### src/rtl/debug_bp_engine.sv
`default_nettype none
// ============================================================================
// Module      : debug_bp_engine
// Description : Breakpoint engine between a target core and its code ROM.
//               NUM_BP address breakpoints (each with a skip counter) plus a
//               single-step mode. A match either arms the engine (no
//               execution that cycle) or triggers an immediate halt-check.
//               While halted, the opcode-ready handshake to the target is
//               withheld. The debugger can also divert the bus and force an
//               opcode.
// Ports       : sysclk/sysreset  - clock, async active-high reset
//               rom_code_*       - opcode and valid from the code ROM
//               tg_*  (in)       - target fetch address, EXR load, exec strobe
//               tg_*  (out)      - opcode, valid and reset to the target
//               cfg_*            - register port (comb read, one write/cycle)
//               bp_irq           - one-cycle pulse on entry to HALTED
// Revision    : 1.0 - initial release
// ============================================================================
module debug_bp_engine #(
    parameter int NUM_BP = 4,
    parameter int ADDR_W = 16,
    parameter int SKIP_W = 8
) (
    input  logic              sysclk,
    input  logic              sysreset,
    input  logic [15:0]       rom_code_in,
    input  logic              rom_code_ready,
    input  logic [ADDR_W-1:0] tg_code_addr,
    input  logic              tg_loading_exr,
    input  logic              tg_enable_exec,
    output logic [15:0]       tg_code_in,
    output logic              tg_code_ready,
    output logic              tg_reset,
    input  logic [4:0]        cfg_addr,
    input  logic [15:0]       cfg_wdata,
    input  logic              cfg_we,
    output logic [15:0]       cfg_rdata,
    output logic              bp_irq
);

    typedef enum logic [1:0] {
        ST_RUN    = 2'd0,
        ST_ARMED  = 2'd1,
        ST_HALTED = 2'd2
    } state_t;

    state_t              state;
    logic [3:0]          bus_ctrl;
    logic [15:0]         force_opcode;
    logic [15:0]         exr_shadow;
    logic [ADDR_W-1:0]   hit_addr;
    logic [2:0]          hit_chan;
    logic                hit_step;
    logic [ADDR_W-1:0]   bp_addr [NUM_BP];
    logic [SKIP_W-1:0]   skip_cnt [NUM_BP];
    logic [NUM_BP-1:0]   bp_en;
    logic [NUM_BP-1:0]   armed_mask;
    logic                armed_step;

    // Register-port decode for the per-channel window (0x10..0x1F).
    logic [2:0]          bp_idx;
    logic                bp_sel;
    logic                bp_addr_we;
    logic                bp_cfg_we;
    logic                resume_we;

    assign bp_idx     = cfg_addr[3:1];
    assign bp_sel     = cfg_we && cfg_addr[4] && (int'(bp_idx) < NUM_BP);
    assign bp_addr_we = bp_sel && !cfg_addr[0];
    assign bp_cfg_we  = bp_sel && cfg_addr[0];
    assign resume_we  = cfg_we && (cfg_addr == 5'h02) && cfg_wdata[0];

    // Candidate set: live address matches, plus whatever was latched while
    // armed. Step only decides the outcome when no channel is a candidate.
    logic [NUM_BP-1:0]   match;
    logic [NUM_BP-1:0]   cand;
    logic                cand_step;
    logic                any_cand;
    logic                win_found;
    logic [2:0]          win_idx;
    logic [SKIP_W-1:0]   win_skip;

    always_comb begin
        match     = '0;
        win_found = 1'b0;
        win_idx   = '0;
        win_skip  = '0;
        for (int i = 0; i < NUM_BP; i++) begin
            match[i] = bp_en[i] && (tg_code_addr == bp_addr[i]);
        end
        cand      = match | ((state == ST_ARMED) ? armed_mask : '0);
        cand_step = bus_ctrl[3] || ((state == ST_ARMED) && armed_step);
        any_cand  = (cand != '0) || cand_step;
        // Descending scan so the lowest index is the last one written.
        for (int i = NUM_BP - 1; i >= 0; i--) begin
            if (cand[i]) begin
                win_found = 1'b1;
                win_idx   = 3'(i);
                win_skip  = skip_cnt[i];
            end
        end
    end

    always_ff @(posedge sysclk or posedge sysreset) begin
        if (sysreset) begin
            state        <= ST_RUN;
            bus_ctrl     <= '0;
            force_opcode <= '0;
            exr_shadow   <= '0;
            hit_addr     <= '0;
            hit_chan     <= '0;
            hit_step     <= 1'b0;
            bp_en        <= '0;
            armed_mask   <= '0;
            armed_step   <= 1'b0;
            bp_irq       <= 1'b0;
            for (int i = 0; i < NUM_BP; i++) begin
                bp_addr[i]  <= '0;
                skip_cnt[i] <= '0;
            end
        end else begin
            bp_irq <= 1'b0;

            if (tg_loading_exr && !bus_ctrl[2]) begin
                exr_shadow <= rom_code_in;
            end

            if (cfg_we && (cfg_addr == 5'h00)) bus_ctrl     <= cfg_wdata[3:0];
            if (cfg_we && (cfg_addr == 5'h01)) force_opcode <= cfg_wdata;

            for (int i = 0; i < NUM_BP; i++) begin
                if (bp_addr_we && (bp_idx == 3'(i))) begin
                    bp_addr[i] <= ADDR_W'(cfg_wdata);
                end
                if (bp_cfg_we && (bp_idx == 3'(i))) begin
                    bp_en[i]    <= cfg_wdata[0];
                    skip_cnt[i] <= cfg_wdata[8 +: SKIP_W];
                end
            end

            // Any register write in a cycle masks that cycle's match, so the
            // debugger can reconfigure without racing the target.
            case (state)
                ST_RUN, ST_ARMED: begin
                    if (!cfg_we && any_cand) begin
                        if (tg_enable_exec) begin
                            if (win_found && (win_skip != '0)) begin
                                for (int i = 0; i < NUM_BP; i++) begin
                                    if (win_idx == 3'(i)) begin
                                        skip_cnt[i] <= win_skip - SKIP_W'(1);
                                    end
                                end
                                state <= ST_RUN;
                            end else begin
                                state    <= ST_HALTED;
                                hit_addr <= tg_code_addr;
                                hit_chan <= win_idx;
                                hit_step <= !win_found;
                                bp_irq   <= 1'b1;
                            end
                            armed_mask <= '0;
                            armed_step <= 1'b0;
                        end else begin
                            state      <= ST_ARMED;
                            armed_mask <= cand;
                            armed_step <= cand_step;
                        end
                    end
                end
                ST_HALTED: begin
                    if (resume_we || bp_sel) begin
                        state      <= ST_RUN;
                        armed_mask <= '0;
                        armed_step <= 1'b0;
                    end
                end
                default: state <= ST_RUN;
            endcase
        end
    end

    always_comb begin
        cfg_rdata = '0;
        case (cfg_addr)
            5'h00: cfg_rdata = {12'd0, bus_ctrl};
            5'h01: cfg_rdata = force_opcode;
            5'h02: cfg_rdata = {8'd0, hit_step, hit_chan, 2'b00,
                                (state == ST_ARMED), (state == ST_HALTED)};
            5'h03: cfg_rdata = exr_shadow;
            5'h04: cfg_rdata = 16'(hit_addr);
            5'h05: cfg_rdata = 16'(tg_code_addr);
            default: begin
                for (int i = 0; i < NUM_BP; i++) begin
                    if (cfg_addr == 5'(16 + 2 * i)) cfg_rdata = 16'(bp_addr[i]);
                    if (cfg_addr == 5'(17 + 2 * i)) begin
                        cfg_rdata = {8'(skip_cnt[i]), 7'd0, bp_en[i]};
                    end
                end
            end
        endcase
    end

    assign tg_code_ready = bus_ctrl[2] ? bus_ctrl[0]
                                       : (rom_code_ready && (state != ST_HALTED));
    assign tg_code_in    = bus_ctrl[2] ? force_opcode : rom_code_in;
    assign tg_reset      = sysreset || bus_ctrl[1];

endmodule
`default_nettype wire

### config.mk
export PLATFORM = sky130hd
export DESIGN_NAME = debug_bp_engine
export DESIGN_NICKNAME = d
export VERILOG_FILES = /design/src/rtl/debug_bp_engine.sv
export SDC_FILE = /design/constraint.sdc
export NUM_CORES = 1
export LEC_CHECK = 0
export ABC_AREA = 0
export CORE_ASPECT_RATIO = 0.6
export CORE_MARGIN = 5
export CORE_UTILIZATION = 47
export CTS_CLUSTER_SIZE = 28
export DETAILED_ROUTE_END_ITERATION = 12
export PLACE_DENSITY_LB_ADDON = 0.05
export RECOVER_POWER = 100
export SLEW_MARGIN = 15
export SYNTH_ARGS = -nofsm -noshare
export SYNTH_HDL_FRONTEND = slang
export SYNTH_SLANG_ARGS = --single-unit
### constraint.sdc
create_clock -name sysclk -period 5.76 [get_ports sysclk]
set_input_delay 0.576 -clock sysclk [delete_from_list [all_inputs] [get_ports sysclk]]
set_output_delay 0.576 -clock sysclk [all_outputs]
set_load 0.02 [all_outputs]
Yosys cells after proc, flatten, opt, wreduce, memory -nomap -nowiden
Index checks and enable logic that the tools add are counted.
- output and inout bits: 35
- bits in registers: 164
- $add $sub $neg: 1
- reductions and logical operators: 44
- bitwise gates (word level): 2
- order comparisons: 1
- muxes and demuxes: 53
- equal/unequal tests: 28
- operators with widths (cell ; count):
    two-way mux 16 bit ; 9
    two-way mux 32 bit ; 4
    two-way mux 8 bit ; 12
    case mux 16 bit (6 select lines) ; 1
    equality test 16 bit ; 4
    equality test 5 bit (second input constant) ; 8
    logical AND 1 bit ; 25
    two-way mux 4 bit ; 4
    equality test 3 x 2 -> 1 bit (second input constant) ; 4
    two-way mux 1 bit ; 12
    equality test 5 x 2 -> 1 bit (second input constant) ; 2
    equality test 5 x 3 -> 1 bit (second input constant) ; 2
    two-way mux 2 bit ; 5
    two-way mux 3 bit ; 3
    case mux 4 bit (2 select lines) ; 1
    nonzero test 8 bit ; 1
    subtractor 8 x 1 -> 8 bit (second input constant) ; 1
    equality test 3 x 1 -> 1 bit (second input constant) ; 2
    zero test 3 bit ; 2
    inequality test 2 bit (second input constant) ; 3
    equality test 5 x 1 -> 1 bit (second input constant) ; 1
    zero test 5 bit ; 1
    zero test 1 bit ; 4
    logical OR 1 bit ; 4
    14 further kinds ; 14

Longest topological paths before layout
Gate-level depths: netlist of run 1.
- depth after elaboration: 13
- depth in mapped cells: 16
- mapped depth without buffers: 12

Worst setup path after synthesis of run 1
No wires, ideal clock.
- path kind: input port to flip-flop
- from: in tg_code_addr[5]
- to: reg hit_addr[2]
- stages: 15
- slack: 2.179 ns
- arrival time: 3.454 ns
- library setup time: 0.128 ns
- path buffers: 3
- cells stage by stage: clkbuf_1 xor2_1 nor4_1 nand4_1 o21ai_4 or2b_1 o21ai_0 or2_2 clkbuf_1 ha_1 o211a_1 nand4_1 a21oi_1 buf_4 mux2_1
- longest elaborated chain between the ends: 11
- elaborated cells between the ends (all ways): 24
- those cells by class: eq/ne: 4; mux: 8; bitwise: 2; reduce/logical: 10
- RTL lines (item ; line ; source):
    from (decl) ; 28 ; input logic [ADDR_W-1:0] tg_code_addr,
    equality test 16 bit ; 89 ; match[i] = bp_en[i] && (tg_code_addr == bp_addr[i]);
    logical AND 1 bit ; 89 ;
    OR 4 bit (*) ; 91 ; cand = match | ((state == ST_ARMED) ? armed_mask : '0);
    two-way mux 8 bit (4 in series) ; 96 ; if (cand[i]) begin
    nonzero test 8 bit ; 147 ; if (win_found && (win_skip != '0)) begin
    logical AND 1 bit ; 147 ;
    inverter 1 bit (no source line) ; -- ;
    AND reduction 4 bit (no source line) (*) ; -- ;
    to (signal assigned) ; 156 ; hit_addr <= tg_code_addr;
    to (decl) ; 51 ; logic [ADDR_W-1:0] hit_addr;
Mark *: on every way between the ends. The rest lies on a longest branch, timed or not.
A chain may end at the register's enable or synchronous reset.

Final worst setup path of run 1
- from: in cfg_addr[4]
- to: out cfg_rdata[14]
- longest elaborated chain between the ends: 10
- elaborated cells between the ends (all ways): 23
- those cells by class: eq/ne: 13; mux: 9; reduce/logical: 1
- RTL lines (item ; line ; source):
    from (decl) ; 34 ; input logic [4:0] cfg_addr,
    equality test 5 bit ; 194 ; if (cfg_addr == 5'(16 + 2 * i)) cfg_rdata = 16'(bp_addr[i]);
    two-way mux 16 bit ; 194 ;
    two-way mux 16 bit ; 195 ; if (cfg_addr == 5'(17 + 2 * i)) begin
    two-way mux 16 bit ; 194 ;
    two-way mux 16 bit ; 195 ;
    two-way mux 16 bit ; 194 ;
    two-way mux 16 bit ; 195 ;
    two-way mux 16 bit ; 194 ;
    two-way mux 16 bit ; 195 ;
    case mux 16 bit (6 select lines) (*) ; 184 ; case (cfg_addr)
    to (decl) ; 37 ; output logic [15:0] cfg_rdata,
Marked as above.

==> impl_results.md, run 1 <==
- DRC: 0
- #FFs+latches synth: ~160
- 1st-iter DRT viols: just over 800
- Power, Total: 3.70 mW
- Mapped Cells: 825
- Routability cong.: 0.988
- CTS tree: yes
- Final min period: between 5 and 6 ns
- Total number of H-tree levels: 4
- Initial core utilization: 0.485
- Core area: between 15000 and 20000 sq um
- Power Density: around 330 nW/um^2
- Overflow after GRT: 0
- Initial antenna violation count: 0
- Syn. warnings: 0
- Slew Limit Fails: 115
- VDD IR-drop max: roughly 0.00023 V
- Most used cell, CP: dlygate4sd3_1
- Final period utilization: 0.895
- Die width: 192 um
- Setup TNS: 0 ns
- Hold-fix buffers, CTS: 0
- CP cell instances: dlygate4sd3_1 > nor2b_1 > and2_0 > nand2_1 > nor2_1 > a22oi_1 > nand3_1 > o21ai_0 > o211ai_1 > dlygate4sd3_1
- WL/cell: ~27 um
- Io pins: 94
- Placement Rows: 39
- Final-layout fill cell count: approximately 1600
- # diodes: 0
- Vias: 7451
- P_leak: 5.09 nW
- CP max FO: 12
- Largest net degree at the start of global routing: just under 100
- Critical path capture point type: primary output
- Clock-pin slew on the worst setup and hold paths: 0.07 ns
- Worst Hold Class: register to register
- Total Wirelength: approximately 32000 um
- RSZ-0062 raised after global routing: false
- CP Data Arrival Time: ~4.6 ns
- Rel. slew slack: -1.53
- WP buf/inv: 2
- Placed cells: between 1000 and 1500
- Post-CTS setup buffer count: 0
- Critical path launch point type: primary input
- I/O Buffers: 93
- Share of cells above drive strength 1: 0.212
- Worst hold slack: 0.486 ns
- DR vias/cell: between 6 and 7
- Worst clock skew: 0.0107 ns
- Non-filler cells, final: 1177
- Critical Path Max Stage Delay: about 0.82 ns
- CP delay by family, top: simple AND/OR/NAND/NOR gates
- Inserted Clock Buffers: 17
- Synthesized Nets: slightly below 900
- Post-route cell area: 11100 sq um
- Post-synth EDFFs: 0
- CTS Root Cell: clkbuf_16
- Worst-Margin Slew: about 3.8 ns
- DP Area: around 10000 sq um
- First drt pass iteration count: 5
- Die height: 119 um
- CP max stage cell: dlygate4sd3_1
- Total of max-cap violations: 2
- Main synth FF type: dfrtp_1
- Layout Nets: 959
- Sequential share of the synthesized area: 0.437
- Req. time, crit path: roughly 5.2 ns
- Syn avg cell area: 11.3 sq um
- Post-synthesis cell area: slightly above 9000 sq um
- Post-synth ARST share: 1.00
- Status: complete, but fails checks
- DP HPWL: 23200 um
- GRT Util Overall: 0.276
- Worst skew pair latency: 0.44 ns
- Synth unique cells: 67
- Die footprint: around 23000 sq um
- Post-detailed-route count of antenna-violating nets: 0
- Syn-to-layout area delta: 18.6%
- First-pass GRT wire length: ~47000 um
- Clock Path Buffers: 2
- Failing checks: max-capacitance violations, max-slew violations
- Fin. Hold Viols: 0
- Sink Count: 163
- Fmax achieved: 194 MHz
- Resized Gates After CTS: 0
- Number of global-route vias before repair: approximately 7400
- Final setup viols: 0
- R2R Setup Slk: 1.15 ns
- Kind of critical path: primary input to primary output
## stage by stage
stage                     utilization  setup slack (ns)
after detailed placement        0.544             0.767
after global placement          0.544             0.914
final                           0.575             0.604
after global routing            0.575             0.437
after CTS                       0.577              1.03
after floorplan                     -             0.779
## layer usage
metal  routed length (um)  share of wire  up-vias  track usage
met2                13000           0.41      416        0.380
li1                     -              -     3172            -
met4                  616          0.019        0       0.0730
met5                    0              0        -            0
met1                15200           0.48     3814        0.431
met3                 2830          0.089       49       0.0690
## path summary, 6_finish.rpt
path,from,endpoint,cells past startpoint
worst max-delay path,cfg_addr[4],cfg_rdata[14],10
worst min-delay path,armed_step$_DFFE_PP0P_,armed_step$_DFFE_PP0P_,2
worst max register to register,bp_addr[61]$_DFFE_PP0P_,skip_cnt[30]$_DFF_PP0_,11
worst min register to register,armed_step$_DFFE_PP0P_,armed_step$_DFFE_PP0P_,2
max in group asynchronous,sysreset,skip_cnt[20]$_DFF_PP0_,3
min in group asynchronous,sysreset,force_opcode[1]$_DFFE_PP0P_,2
## cell type report
| type | count | area [sq um] | area share |
|---|---|---|---|
| multi-input cells | 592 | 4910 | 0.443 |
| repair buffers | 114 | 1070 | 0.0963 |
| well taps | 266 | 333 | 0.0300 |
| inverters | 10 | 37.5 | 0.00339 |
| flip-flops and latches | 163 | 4080 | 0.368 |
| clock inverters | 7 | 144 | 0.0130 |
| clock buffers | 25 | 505 | 0.0456 |
## cell usage after synthesis (14+ instances only)
cell / n / area, sq um
nand3_1: 15 / 75.1
clkbuf_1: 29 / 109
nor2_1: 31 / 116
dfrtp_1: 163 / 4080
o21ai_0: 19 / 95.1
mux2_1: 17 / 191
nand2_1: 60 / 225
a21oi_1: 25 / 125
mux2i_1: 74 / 741
a22oi_1: 14 / 105
xor2_1: 64 / 561
mux2_2: 127 / 1430
## power by group
| group | internal (mW) | switching (mW) | leakage, nW | total [mW] |
|---|---|---|---|---|
| registers | 1.40 | 0.245 | 2.07 | 1.65 |
| logic | 0.391 | 0.404 | 2.71 | 0.794 |
| clock network | 0.785 | 0.476 | 0.310 | 1.26 |
## flip-flops by register name (all words and copies together) (netlist names), 2 cells and up
name,flops
exr_shadow,16
bp_addr,64
force_opcode,16
armed_mask,4
skip_cnt,32
bus_ctrl,4
hit_addr,16
bp_en,4
state,2
hit_chan,2
## placed cells by master (no fill, tap or decap), types with 13 or more instances in the layout
| cell | n |
|---|---|
| buf_4 | 15 |
| mux2_1 | 18 |
| mux2_2 | 126 |
| xor2_1 | 64 |
| dlygate4sd3_1 | 39 |
| nor2_1 | 32 |
| nand2_1 | 61 |
| mux2i_1 | 74 |
| nand3_1 | 16 |
| clkbuf_16 | 17 |
| a21oi_1 | 25 |
| clkdlybuf4s50_1 | 54 |
| dfrtp_1 | 163 |
| a22oi_1 | 14 |
| nor4_1 | 13 |
| o21ai_0 | 20 |
## tightest hold or removal path: cells and delay by family (launching register included)
kind            cells  cell delay, ns
flops               1            0.35
compound gates      1            0.05
simple gates        1            0.05
## kinds of logic after synthesis
family	Yosys count	synth area share
and+or+nand+nor	172	0.0900
adders and majority gates	2	0.00268
DFF	163	0.437
xor gates and xnor gates	70	0.0656
buffers and inverters	70	0.0358
AOI/OAI and AO/OA	124	0.102
muxes	224	0.267
Note: power is estimated with default switching activity, not from simulation.
==> inputs of run 2 (changes only) <==
- clock period: 5.76 -> 4.95 ns (I/O delays scaled with it)
==> run 2 against run 1 <==
Net effect:
- the flow still finishes with violations (max-capacitance violations, max-slew violations)
- flip-flop and latch count did not move
- total power is 12% higher
- combinational power is 17% higher
- global-route usage increased by 0.56 points
- clock-buffer cell count is 6 lower
- cell count rose by 0.93%
- worst setup slack worse by 0.33 ns
==> impl_results.md, run 2 (same netlist as run 1, synthesis figures left out) <==
- First drt pass iteration count: 5 (unchanged)
- Total Wirelength: 32000 um (+1.2%)
- Top reg by flops: bp_addr
- DRC: 0 (unchanged)
- Worst Hold Class: register to register
- Critical Path Max Stage Delay: 0.82 ns (about the same)
- Critical path launch point type: primary input
- I/O Buffers: 93 (unchanged)
- Syn-to-layout area delta: 18.7% (about the same)
- CP max stage cell: nor4_1
- DR vias/cell: 6.24 (-1.4%)
- Initial core utilization: 0.485 (unchanged)
- # diodes: 0 (unchanged)
- Fin. Hold Viols: 0 (unchanged)
- Largest registers: bp_addr (64), skip_cnt (32)
- Clock-pin slew on the worst setup and hold paths: 0.07 ns (about the same)
- Req. time, crit path: 5.26 ns (+0.08 ns)
- VDD IR-drop max: 0.000258 V (+12%)
- Total of max-cap violations: 4 (+2)
- Die width: 192 um (unchanged)
- Commonest cells after routing, fill and taps aside: dfrtp_1, mux2_2, mux2i_1
- Core area: 19300 sq um (unchanged)
- Power Density: 375 nW/um^2 (+12%)
- Failing checks: max-capacitance violations, max-slew violations
- Inserted Clock Buffers: 17 (unchanged)
- Worst-Margin Slew: 2.17 ns (-1.63 ns)
- Share of cells above drive strength 1: 0.221 (+0.00940)
- Final min period: around 4.7 ns
- Non-filler cells, final: 1188 (+0.93%)
- Resized Gates After CTS: 0 (unchanged)
- Post-CTS setup buffer count: 0 (unchanged)
- Worst clock skew: 0.0161 ns (+0.00543 ns)
- CTS Root Cell: clkbuf_16
- DP HPWL: 23800 um (+2.5%)
- Total number of H-tree levels: 4 (unchanged)
- GRT Util Overall: 0.282 (+0.00556)
- Kind of critical path: primary input to register
- Die height: 119 um (unchanged)
- Final setup viols: 0 (unchanged)
- Sink Count: 163 (unchanged)
- CP max FO: 18 (+6)
- Most common cell after layout, fill and taps aside: dfrtp_1
- RSZ-0062 raised after global routing: false
- Rel. slew slack: -0.448 (+1.08)
- 1st-iter DRT viols: 838 (+3.5%)
- Clock Path Buffers: 2 (unchanged)
- CP cell instances: dlygate4sd3_1 > xor2_1 > nor4_1 > nand3_1 > o21ai_2 > buf_4 > nand2b_1 > o21ai_0 > or2_0 > ha_1 > o211a_1 > a41oi_4 > nand2_1 > mux2_1
- CP delay by family, top: simple AND/OR/NAND/NOR gates
- Number of flip-flops in the largest register: 64 (unchanged)
- WL/cell: 26.9 um (+0.28%)
- Status: complete, but fails checks
- Io pins: 94 (unchanged)
- Layout Nets: 970 (+1.1%)
- Placed cells: 1156 (+0.96%)
- CP Data Arrival Time: 4.98 ns (+0.40 ns)
- CTS tree: yes
- Critical path capture point type: register
- WP buf/inv: 2 (unchanged)
- Placement Rows: 39 (unchanged)
- Final-layout fill cell count: 1658 (+1.8%)
- Routability cong.: 1.01 (+2.6%)
- First-pass GRT wire length: 48400 um (+2.7%)
- Die footprint: 22900 sq um (unchanged)
- Post-detailed-route count of antenna-violating nets: 0 (unchanged)
- P_leak: 5.09 nW (about the same)
- Fmax achieved: around 210 MHz
- Overflow after GRT: 0 (unchanged)
- Number of global-route vias before repair: 7589 (+2.6%)
- Largest net degree at the start of global routing: 98 (unchanged)
- Worst skew pair latency: 0.43 ns (about the same)
- Vias: 7415 (-0.48%)
- Initial antenna violation count: 0 (unchanged)
- Setup TNS: 0 ns (unchanged)
- Slew Limit Fails: 185 (+61%)
- Hold-fix buffers, CTS: 0 (unchanged)
- Final period utilization: 0.944
[run 2: cell types whose count changed in the layout (fill, tap and decap cells not counted), sizes merged]
cell,change
inv,+4
clkinv,+3
bufinv,-3
buf,+8
clkbuf,-3
clkinvlp,+2
[run 2: per-stage QoR]
step           total power, mW  hold WS (ns)  area (sq um)  utilization  worst slack (ns)
3_5_place_dp              2.87         0.463         10600        0.549             0.282
6_report                  4.15         0.475         11100        0.575             0.277
2_1_floorplan             2.44         0.439          9340            -            0.0500
4_1_cts                   4.18         0.476         11100        0.578             0.728
5_1_grt                   4.32         0.505         11100        0.575             0.252
3_3_place_gp              2.84         0.459         10600        0.549             0.542
[run 2: worst paths after layout]
kind                                            from                         to  slack, ns  depth (start not counted)
max in group asynchronous                   sysreset    bp_addr[24]$_DFFE_PP0P_       1.13                          3
min                        armed_mask[0]$_DFFE_PP0P_  armed_mask[0]$_DFFE_PP0P_       0.48                          2
min in group asynchronous                   sysreset    bus_ctrl[2]$_DFFE_PP0P_       1.21                          2
max reg2reg                  bp_addr[58]$_DFFE_PP0P_     skip_cnt[16]$_DFF_PP0_       0.67                         13
min reg2reg                armed_mask[0]$_DFFE_PP0P_  armed_mask[0]$_DFFE_PP0P_       0.48                          2
max                                 tg_code_addr[10]     skip_cnt[16]$_DFF_PP0_       0.28                         14
[run 2: cell type report]
| type | instances | area, sq um | area share |
|---|---|---|---|
| flip-flops and latches | 163 | 4080 | 0.368 |
| clock buffers | 19 | 443 | 0.0400 |
| clock inverters | 13 | 124 | 0.0112 |
| multi-input cells | 592 | 4910 | 0.443 |
| repair buffers | 125 | 1150 | 0.104 |
| well taps | 266 | 333 | 0.0300 |
| inverters | 10 | 41.3 | 0.00373 |
[run 2: tightest hold or removal path, cell delays in order (launching register included)]
cell and delay (ns):
dfrtp_1 0.34, nand2_1 0.05, nand2_1 0.05
[run 2: routing by layer]
metal / share of wire / GRT usage
met5: 0 / 0
met4: 0.018 / 0.0681
met3: 0.10 / 0.0798
met2: 0.41 / 0.391
met1: 0.47 / 0.433
[run 2: power breakdown]
group	total (mW)	switching, mW	internal [mW]	leakage [nW]
Sequential	1.92	0.287	1.63	2.07
Clock	1.31	0.594	0.714	0.271
Combinational	0.930	0.470	0.460	2.75
Total	4.15	1.35	2.80	5.09
